==> config.mk <==
export PLATFORM = sky130hd
export DESIGN_NAME = whack_round_datapath_flat
export DESIGN_NICKNAME = d
export VERILOG_FILES = /design/src/rtl/whack_round_datapath_if.sv /design/src/rtl/whack_round_datapath.sv /design/src/flat_wrapper.sv
export SDC_FILE = /design/constraint.sdc
export NUM_CORES = 1
export LEC_CHECK = 0
export CAP_MARGIN = 10
export CELL_PAD_IN_SITES_DETAIL_PLACEMENT = 0
export CELL_PAD_IN_SITES_GLOBAL_PLACEMENT = 1
export CORE_MARGIN = 4
export CORE_UTILIZATION = 25
export CTS_CLUSTER_SIZE = 24
export DETAILED_ROUTE_END_ITERATION = 12
export DONT_BUFFER_PORTS = 1
export GPL_ROUTABILITY_DRIVEN = 1
export GPL_TIMING_DRIVEN = 0
export PLACE_DENSITY_LB_ADDON = 0.1
export SYNTH_ARGS = -nofsm -noshare
export SYNTH_HDL_FRONTEND = slang
export SYNTH_SLANG_ARGS = --single-unit
==> constraint.sdc <==
create_clock -name clk -period 5.5 [get_ports clk]
set_input_delay 1.1 -clock clk [delete_from_list [all_inputs] [get_ports clk]]
set_output_delay 1.1 -clock clk [all_outputs]
set_load 0.1 [all_outputs]
==> src/rtl/whack_round_datapath_if.sv <==
// Bundles the round engine's control inputs and display/score outputs.
// master: control side (drives start, mole_sel, hit)
// slave: round engine (drives mole_onehot, score and status)
interface whack_round_datapath_if #(
  parameter int NUM_HOLES  = 4,
  parameter int SCORE_W    = 8,
  parameter int NUM_ROUNDS = 16
);
  localparam int SEL_W = $clog2(NUM_HOLES);
  localparam int RND_W = $clog2(NUM_ROUNDS + 1);

  logic                 start;
  logic [SEL_W-1:0]     mole_sel;
  logic [NUM_HOLES-1:0] hit;
  logic [NUM_HOLES-1:0] mole_onehot;
  logic [SCORE_W-1:0]   score_out;
  logic                 wren;
  logic                 round_done;
  logic [RND_W-1:0]     round_cnt;
  logic                 game_over;

  modport master (
    output start, mole_sel, hit,
    input  mole_onehot, score_out, wren, round_done, round_cnt, game_over
  );

  modport slave (
    input  start, mole_sel, hit,
    output mole_onehot, score_out, wren, round_done, round_cnt, game_over
  );
endinterface

==> src/rtl/whack_round_datapath.sv <==
// Whack-a-mole round engine: runs NUM_ROUNDS timed rounds. Each round shows a
// mole, opens a hit window ARM_DELAY cycles in, and scores at most one correct
// hit (rising edge on the mole's hole) with a saturating score.
// Optional build macro MISS_PENALTY_EN: wrong-hole edges inside an unlocked
// window decrement the score (saturating at 0) and pulse wren.
module whack_round_datapath #(
  parameter int NUM_HOLES    = 4,
  parameter int SCORE_W      = 8,
  parameter int ROUND_CYCLES = 100_000_000,
  parameter int ARM_DELAY    = 50_000_000,
  parameter int NUM_ROUNDS   = 16
) (
  input  logic clk,
  input  logic Reset_n,
  whack_round_datapath_if.slave bus
);
  localparam int SEL_W = $clog2(NUM_HOLES);
  localparam int CNT_W = $clog2(ROUND_CYCLES);
  localparam int RND_W = $clog2(NUM_ROUNDS + 1);

  localparam logic [CNT_W-1:0] ARM_LAST   = CNT_W'(ARM_DELAY - 1);
  localparam logic [CNT_W-1:0] ROUND_LAST = CNT_W'(ROUND_CYCLES - 1);
  localparam logic [RND_W-1:0] FINAL_RND  = RND_W'(NUM_ROUNDS - 1);

  typedef enum logic [1:0] {IDLE, SHOW, ARMED, DONE} state_t;

  state_t               state_reg, state_next;
  logic [CNT_W-1:0]     counter_reg, counter_next;
  logic [SEL_W-1:0]     mole_reg, mole_next;
  logic [SCORE_W-1:0]   score_reg, score_next;
  logic                 wren_reg, wren_next;
  logic                 round_done_reg, round_done_next;
  logic [RND_W-1:0]     round_cnt_reg, round_cnt_next;
  logic [NUM_HOLES-1:0] hit_prev_reg;
  logic                 hit_lock_reg, hit_lock_next;

  logic [NUM_HOLES-1:0] hit_edge;
  logic [NUM_HOLES-1:0] mole_mask;
  logic [SEL_W-1:0]     sel_clamped;
  logic [SCORE_W-1:0]   score_inc;
  logic                 correct_hit;

  // Per-hole rising-edge detect and one-hot decode of the latched mole.
  for (genvar gi = 0; gi < NUM_HOLES; gi++) begin : g_hole
    assign hit_edge[gi]  = bus.hit[gi] & ~hit_prev_reg[gi];
    assign mole_mask[gi] = (mole_reg == SEL_W'(gi));
  end

  assign correct_hit = (|(hit_edge & mole_mask)) & ~hit_lock_reg;
  assign score_inc   = (score_reg == {SCORE_W{1'b1}}) ? score_reg : score_reg + 1'b1;

`ifdef MISS_PENALTY_EN
  logic                 wrong_hit;
  logic [SCORE_W-1:0]   score_dec;
  assign wrong_hit = (|(hit_edge & ~mole_mask)) & ~hit_lock_reg;
  assign score_dec = (score_reg == '0) ? score_reg : score_reg - 1'b1;
`endif

  // Out-of-range hole selections fall back to hole 0.
  always_comb begin
    sel_clamped = bus.mole_sel;
    if (int'(bus.mole_sel) >= NUM_HOLES) sel_clamped = '0;
  end

  // Next-state and datapath updates; pulses default low every cycle.
  always_comb begin
    state_next      = state_reg;
    counter_next    = counter_reg;
    mole_next       = mole_reg;
    score_next      = score_reg;
    wren_next       = 1'b0;
    round_done_next = 1'b0;
    round_cnt_next  = round_cnt_reg;
    hit_lock_next   = hit_lock_reg;

    case (state_reg)
      IDLE, DONE: begin
        if (bus.start) begin
          state_next     = SHOW;
          counter_next   = '0;
          round_cnt_next = '0;
          score_next     = '0;
          wren_next      = 1'b1;  // clears the stored score
          mole_next      = sel_clamped;
          hit_lock_next  = 1'b0;
        end
      end

      SHOW: begin
        counter_next = counter_reg + 1'b1;
        if (counter_reg == ARM_LAST) state_next = ARMED;
      end

      ARMED: begin
        counter_next = counter_reg + 1'b1;
        // Hit scoring is evaluated before the round-end handling below, so
        // an edge on the last window cycle still counts.
        if (correct_hit) begin
          score_next    = score_inc;
          wren_next     = 1'b1;
          hit_lock_next = 1'b1;
        end
`ifdef MISS_PENALTY_EN
        else if (wrong_hit) begin
          score_next = score_dec;
          wren_next  = 1'b1;
        end
`endif
        if (counter_reg == ROUND_LAST) begin
          counter_next    = '0;
          round_done_next = 1'b1;
          round_cnt_next  = round_cnt_reg + 1'b1;
          hit_lock_next   = 1'b0;
          if (round_cnt_reg == FINAL_RND) begin
            state_next = DONE;
          end else begin
            state_next = SHOW;
            mole_next  = sel_clamped;
          end
        end
      end

      default: state_next = IDLE;
    endcase
  end

  // State and datapath registers; async reset abandons any round in progress.
  always_ff @(posedge clk or negedge Reset_n) begin
    if (!Reset_n) begin
      state_reg      <= IDLE;
      counter_reg    <= '0;
      mole_reg       <= '0;
      score_reg      <= '0;
      wren_reg       <= 1'b0;
      round_done_reg <= 1'b0;
      round_cnt_reg  <= '0;
      hit_prev_reg   <= '0;
      hit_lock_reg   <= 1'b0;
    end else begin
      state_reg      <= state_next;
      counter_reg    <= counter_next;
      mole_reg       <= mole_next;
      score_reg      <= score_next;
      wren_reg       <= wren_next;
      round_done_reg <= round_done_next;
      round_cnt_reg  <= round_cnt_next;
      hit_prev_reg   <= bus.hit;
      hit_lock_reg   <= hit_lock_next;
    end
  end

  assign bus.mole_onehot = (state_reg == SHOW || state_reg == ARMED) ? mole_mask : '0;
  assign bus.score_out   = score_reg;
  assign bus.wren        = wren_reg;
  assign bus.round_done  = round_done_reg;
  assign bus.round_cnt   = round_cnt_reg;
  assign bus.game_over   = (state_reg == DONE);
endmodule

==> src/flat_wrapper.sv <==
// flat-port wrapper written by rule: the top's interface ports become plain ports
module whack_round_datapath_flat 
#(
  parameter int NUM_HOLES    = 4,
  parameter int SCORE_W      = 8,
  parameter int ROUND_CYCLES = 100_000_000,
  parameter int ARM_DELAY    = 50_000_000,
  parameter int NUM_ROUNDS   = 16
)
  (clk, Reset_n, bus_start, bus_mole_sel, bus_hit, bus_mole_onehot, bus_score_out, bus_wren, bus_round_done, bus_round_cnt, bus_game_over);
  whack_round_datapath_if #(.NUM_HOLES(NUM_HOLES), .SCORE_W(SCORE_W), .NUM_ROUNDS(NUM_ROUNDS)) bus_i ();
  input  logic clk;
  input  logic Reset_n;
  input wire logic [$bits(bus_i.start)-1:0] bus_start;
  input wire logic [$bits(bus_i.mole_sel)-1:0] bus_mole_sel;
  input wire logic [$bits(bus_i.hit)-1:0] bus_hit;
  output wire logic [$bits(bus_i.mole_onehot)-1:0] bus_mole_onehot;
  output wire logic [$bits(bus_i.score_out)-1:0] bus_score_out;
  output wire logic [$bits(bus_i.wren)-1:0] bus_wren;
  output wire logic [$bits(bus_i.round_done)-1:0] bus_round_done;
  output wire logic [$bits(bus_i.round_cnt)-1:0] bus_round_cnt;
  output wire logic [$bits(bus_i.game_over)-1:0] bus_game_over;
  assign bus_i.start = bus_start;
  assign bus_i.mole_sel = bus_mole_sel;
  assign bus_i.hit = bus_hit;
  assign bus_mole_onehot = bus_i.mole_onehot;
  assign bus_score_out = bus_i.score_out;
  assign bus_wren = bus_i.wren;
  assign bus_round_done = bus_i.round_done;
  assign bus_round_cnt = bus_i.round_cnt;
  assign bus_game_over = bus_i.game_over;
  whack_round_datapath #(.NUM_HOLES(NUM_HOLES), .SCORE_W(SCORE_W), .ROUND_CYCLES(ROUND_CYCLES), .ARM_DELAY(ARM_DELAY), .NUM_ROUNDS(NUM_ROUNDS)) u_core (.clk(clk), .Reset_n(Reset_n), .bus(bus_i));
endmodule
==> results.json <==
{
  "outcome": "finished clean",
  "synth_seq_area_share_pct": 43.31,
  "h-tree-depth": 2,
  "ys_seq_elements": 51,
  "largest_reg_flops": 27,
  "worstSetupStartpoint": "u_core.state_reg[0]",
  "pwr-share-clk_pct": 45.2,
  "max_freq_mhz": 264.7,
  "cts_resized": 0,
  "grt_pass1_wl_mm": 14.68,
  "drt_iter0_markers": 132,
  "design_area_sq_um": 3323,
  "num_rows": 39,
  "finalPower_mw": 0.6927,
  "power.density_nw_per_um2": 208.4,
  "p_int_mw": 0.5472,
  "post-place-ws_ps": 2013,
  "power_leakage_nw": 1.309,
  "yosysTopAreaCellShare_pct": 43.31,
  "cp-start-kind": "flip-flop",
  "r2r_slack_ps": 2470,
  "arrival_ps": 2680,
  "rsz0062_at_grt": "no",
  "core_sq_um": 11470,
  "crit_path_end_kind": "output port",
  "grt_start_max_net_pins": 52,
  "fin_setup_tns_ps": 0,
  "peakVddDrop_mv": 0.1075,
  "switching_power_mw": 0.1455,
  "numCtsBuffers": 5,
  "slew_viol_final": 0,
  "synth_edf_count": 0,
  "overflow": 0,
  "cts_max_path_buffers": 2,
  "cp.required_ps": 4400,
  "finalWorstSetupSlack_ps": 1723,
  "synth_area_leaders": "dfrtp_1 (43%), nand3_1 (4.8%), nand2_1 (4.6%)",
  "period_minus_slack_ps": 3777,
  "die_w_um": 116.6,
  "syn_nets": 340,
  "cts_tree": "done",
  "dieArea_sq_um": 13590,
  "hp-class": "primary input to async pin",
  "combPwrFrac_pct": 0.3,
  "io_buffer_count": 0,
  "hold_buffers": 0,
  "critPathKind": "flip-flop to output port",
  "vias": 2603,
  "io_pins": 29,
  "drive_gt1_share_pct": 6.587,
  "place_area_sq_um": 3186,
  "clock_latency_ps": 300,
  "seqPwrFrac_pct": 54.4,
  "r2r-start": "u_core.bus.score_out[0]",
  "clk_pin_slew_worst_paths_ps": 70,
  "gp_congestion": 0.7113,
  "synth.avg_cell_area_sq_um": 9.123,
  "drv_cap": 0,
  "worst_slew_pin_slew_ps": 1043,
  "route.detailed.wl_per_inst_um": 18.83,
  "cts_sinks": 51,
  "postCtsSetupBuffers": 0,
  "hpwl_mm": 6.329,
  "finalClockSkew_ps": 7.503,
  "finalHoldViolCount": 0,
  "antenna-diode-count": 0,
  "nets": 350,
  "p_sw_share_pct": 21.01,
  "grt_pass1_vias": 2521,
  "layout_commonest_cell": "dfrtp_1",
  "synth_cell_type_count": 47,
  "syn_inst": 323,
  "final_cell_mix": "dfrtp_1 (51), nand2_1 (36), nand3_1 (28)",
  "async_reset_ff_share_pct": 100.0,
  "whs_ps": 490.3,
  "ant_nets": 0,
  "relSlewSlack_pct": 30.47,
  "start_util_pct": 25.70,
  "routed_wl_mm": 8.981,
  "yosysWarnings": 0,
  "period_share_pct": 68.68,
  "cp_max_fo": 10,
  "area_delta_synth_final_pct": 12.78,
  "drcViolationCount": 0,
  "first_pass_iters": 4,
  "ctsRootBufferMaster": "clkbuf_16",
  "via_per_inst": 5.457,
  "synth_area_leader_cell": "dfrtp_1",
  "syn_area_sq_um": 2947,
  "track_usage_pct": 13.92,
  "setup_violations": 0,
  "synth_ff_type": "dfrtp_1",
  "antenna_found_initial": 0,
  "die_h_um": 116.6
}
==> worst paths after layout <==
kind,end,cells after the start
worst max-delay path,bus_mole_onehot[3],5
worst min register to register,u_core.hit_lock_reg,2
min in group clk,u_core.hit_lock_reg,2
worst min-delay path,u_core.bus.score_out[4],0
worst max register to register,u_core.bus.score_out[0],6
max in group asynchronous,u_core.counter_reg[19],0
==> metrics by stage <==
step                instances  utilization [%]
finish                    477            28.98
detailed placement        469            27.78
global placement          466            27.26
floorplan                 323                -
global route              477            28.98
CTS                       477            28.98
==> worst max-delay path: stages, from the launching register on <==
cell      delay (ps)
dfrtp_1          390
inv_1             80
ha_1             320
clkbuf_1         270
clkbuf_1         360
and3b_1          960
==> power by group through the flow <==
| stage | combinational [mW] | clock [mW] | sequential [mW] |
|---|---|---|---|
| 6_report | 0.00240 | 0.313 | 0.377 |
| 5_1_grt | 0.00262 | 0.342 | 0.377 |
| 3_5_place_dp | 0.00241 | 0 | 0.385 |
| 3_3_place_gp | 0.00243 | 0 | 0.385 |
| 2_1_floorplan | 0.00212 | 0 | 0.384 |
| 4_1_cts | 0.00242 | 0.326 | 0.377 |
==> cells in the mapped netlist, types with 3 or more instances <==
| library cell | instances |
|---|---|
| a21oi_1 | 19 |
| and3_1 | 8 |
| and4_1 | 9 |
| buf_2 | 3 |
| clkbuf_1 | 9 |
| dfrtp_1 | 51 |
| ha_1 | 8 |
| inv_1 | 10 |
| nand2_1 | 36 |
| nand2b_1 | 3 |
| nand3_1 | 28 |
| nand4_1 | 12 |
| nor2_1 | 19 |
| nor2b_1 | 7 |
| nor3_1 | 9 |
| nor3b_1 | 3 |
| nor4_1 | 4 |
| o211ai_1 | 4 |
| o21ai_0 | 10 |
| o311ai_0 | 6 |
| o31ai_1 | 11 |
| or3_1 | 10 |
| or4_1 | 6 |
| xnor2_1 | 4 |
| xor2_1 | 4 |
==> cells by family (layout without fill, tap and decap cells) <==
| kind of cell | after synthesis | count (layout) | synth area share (%) |
|---|---|---|---|
| AND/OR/NAND/NOR | 161 | 161 | 30.19 |
| XOR/XNOR | 8 | 8 | 2.378 |
| multiplexers | 4 | 4 | 1.868 |
| buffers and inverters | 22 | 33 | 2.930 |
| adder cells (fa/ha/maj) | 8 | 8 | 3.397 |
| flip-flops | 51 | 51 | 43.31 |
| AO/OA/AOI/OAI | 69 | 69 | 15.92 |
==> cell type report <==
class                      count  area [sq um]
clock buffer                   7         132.6
multi-input combinational    250          1599
inverter                      10         37.54
sequential                    51          1276
timing repair buffer           3         45.04
buffer                        12         48.80
fill                        1206          8144
tap                          143         178.9
clock inverter                 1         5.005
==> layer usage <==
layer / part of all wire (%) / GRT usage, %
met1: 49 / 20.38
met2: 46 / 21.59
met3: 3.6 / 2.487
met4: 0.70 / 2.752
met5: 0 / 0
(Power assumes the default switching activity.)
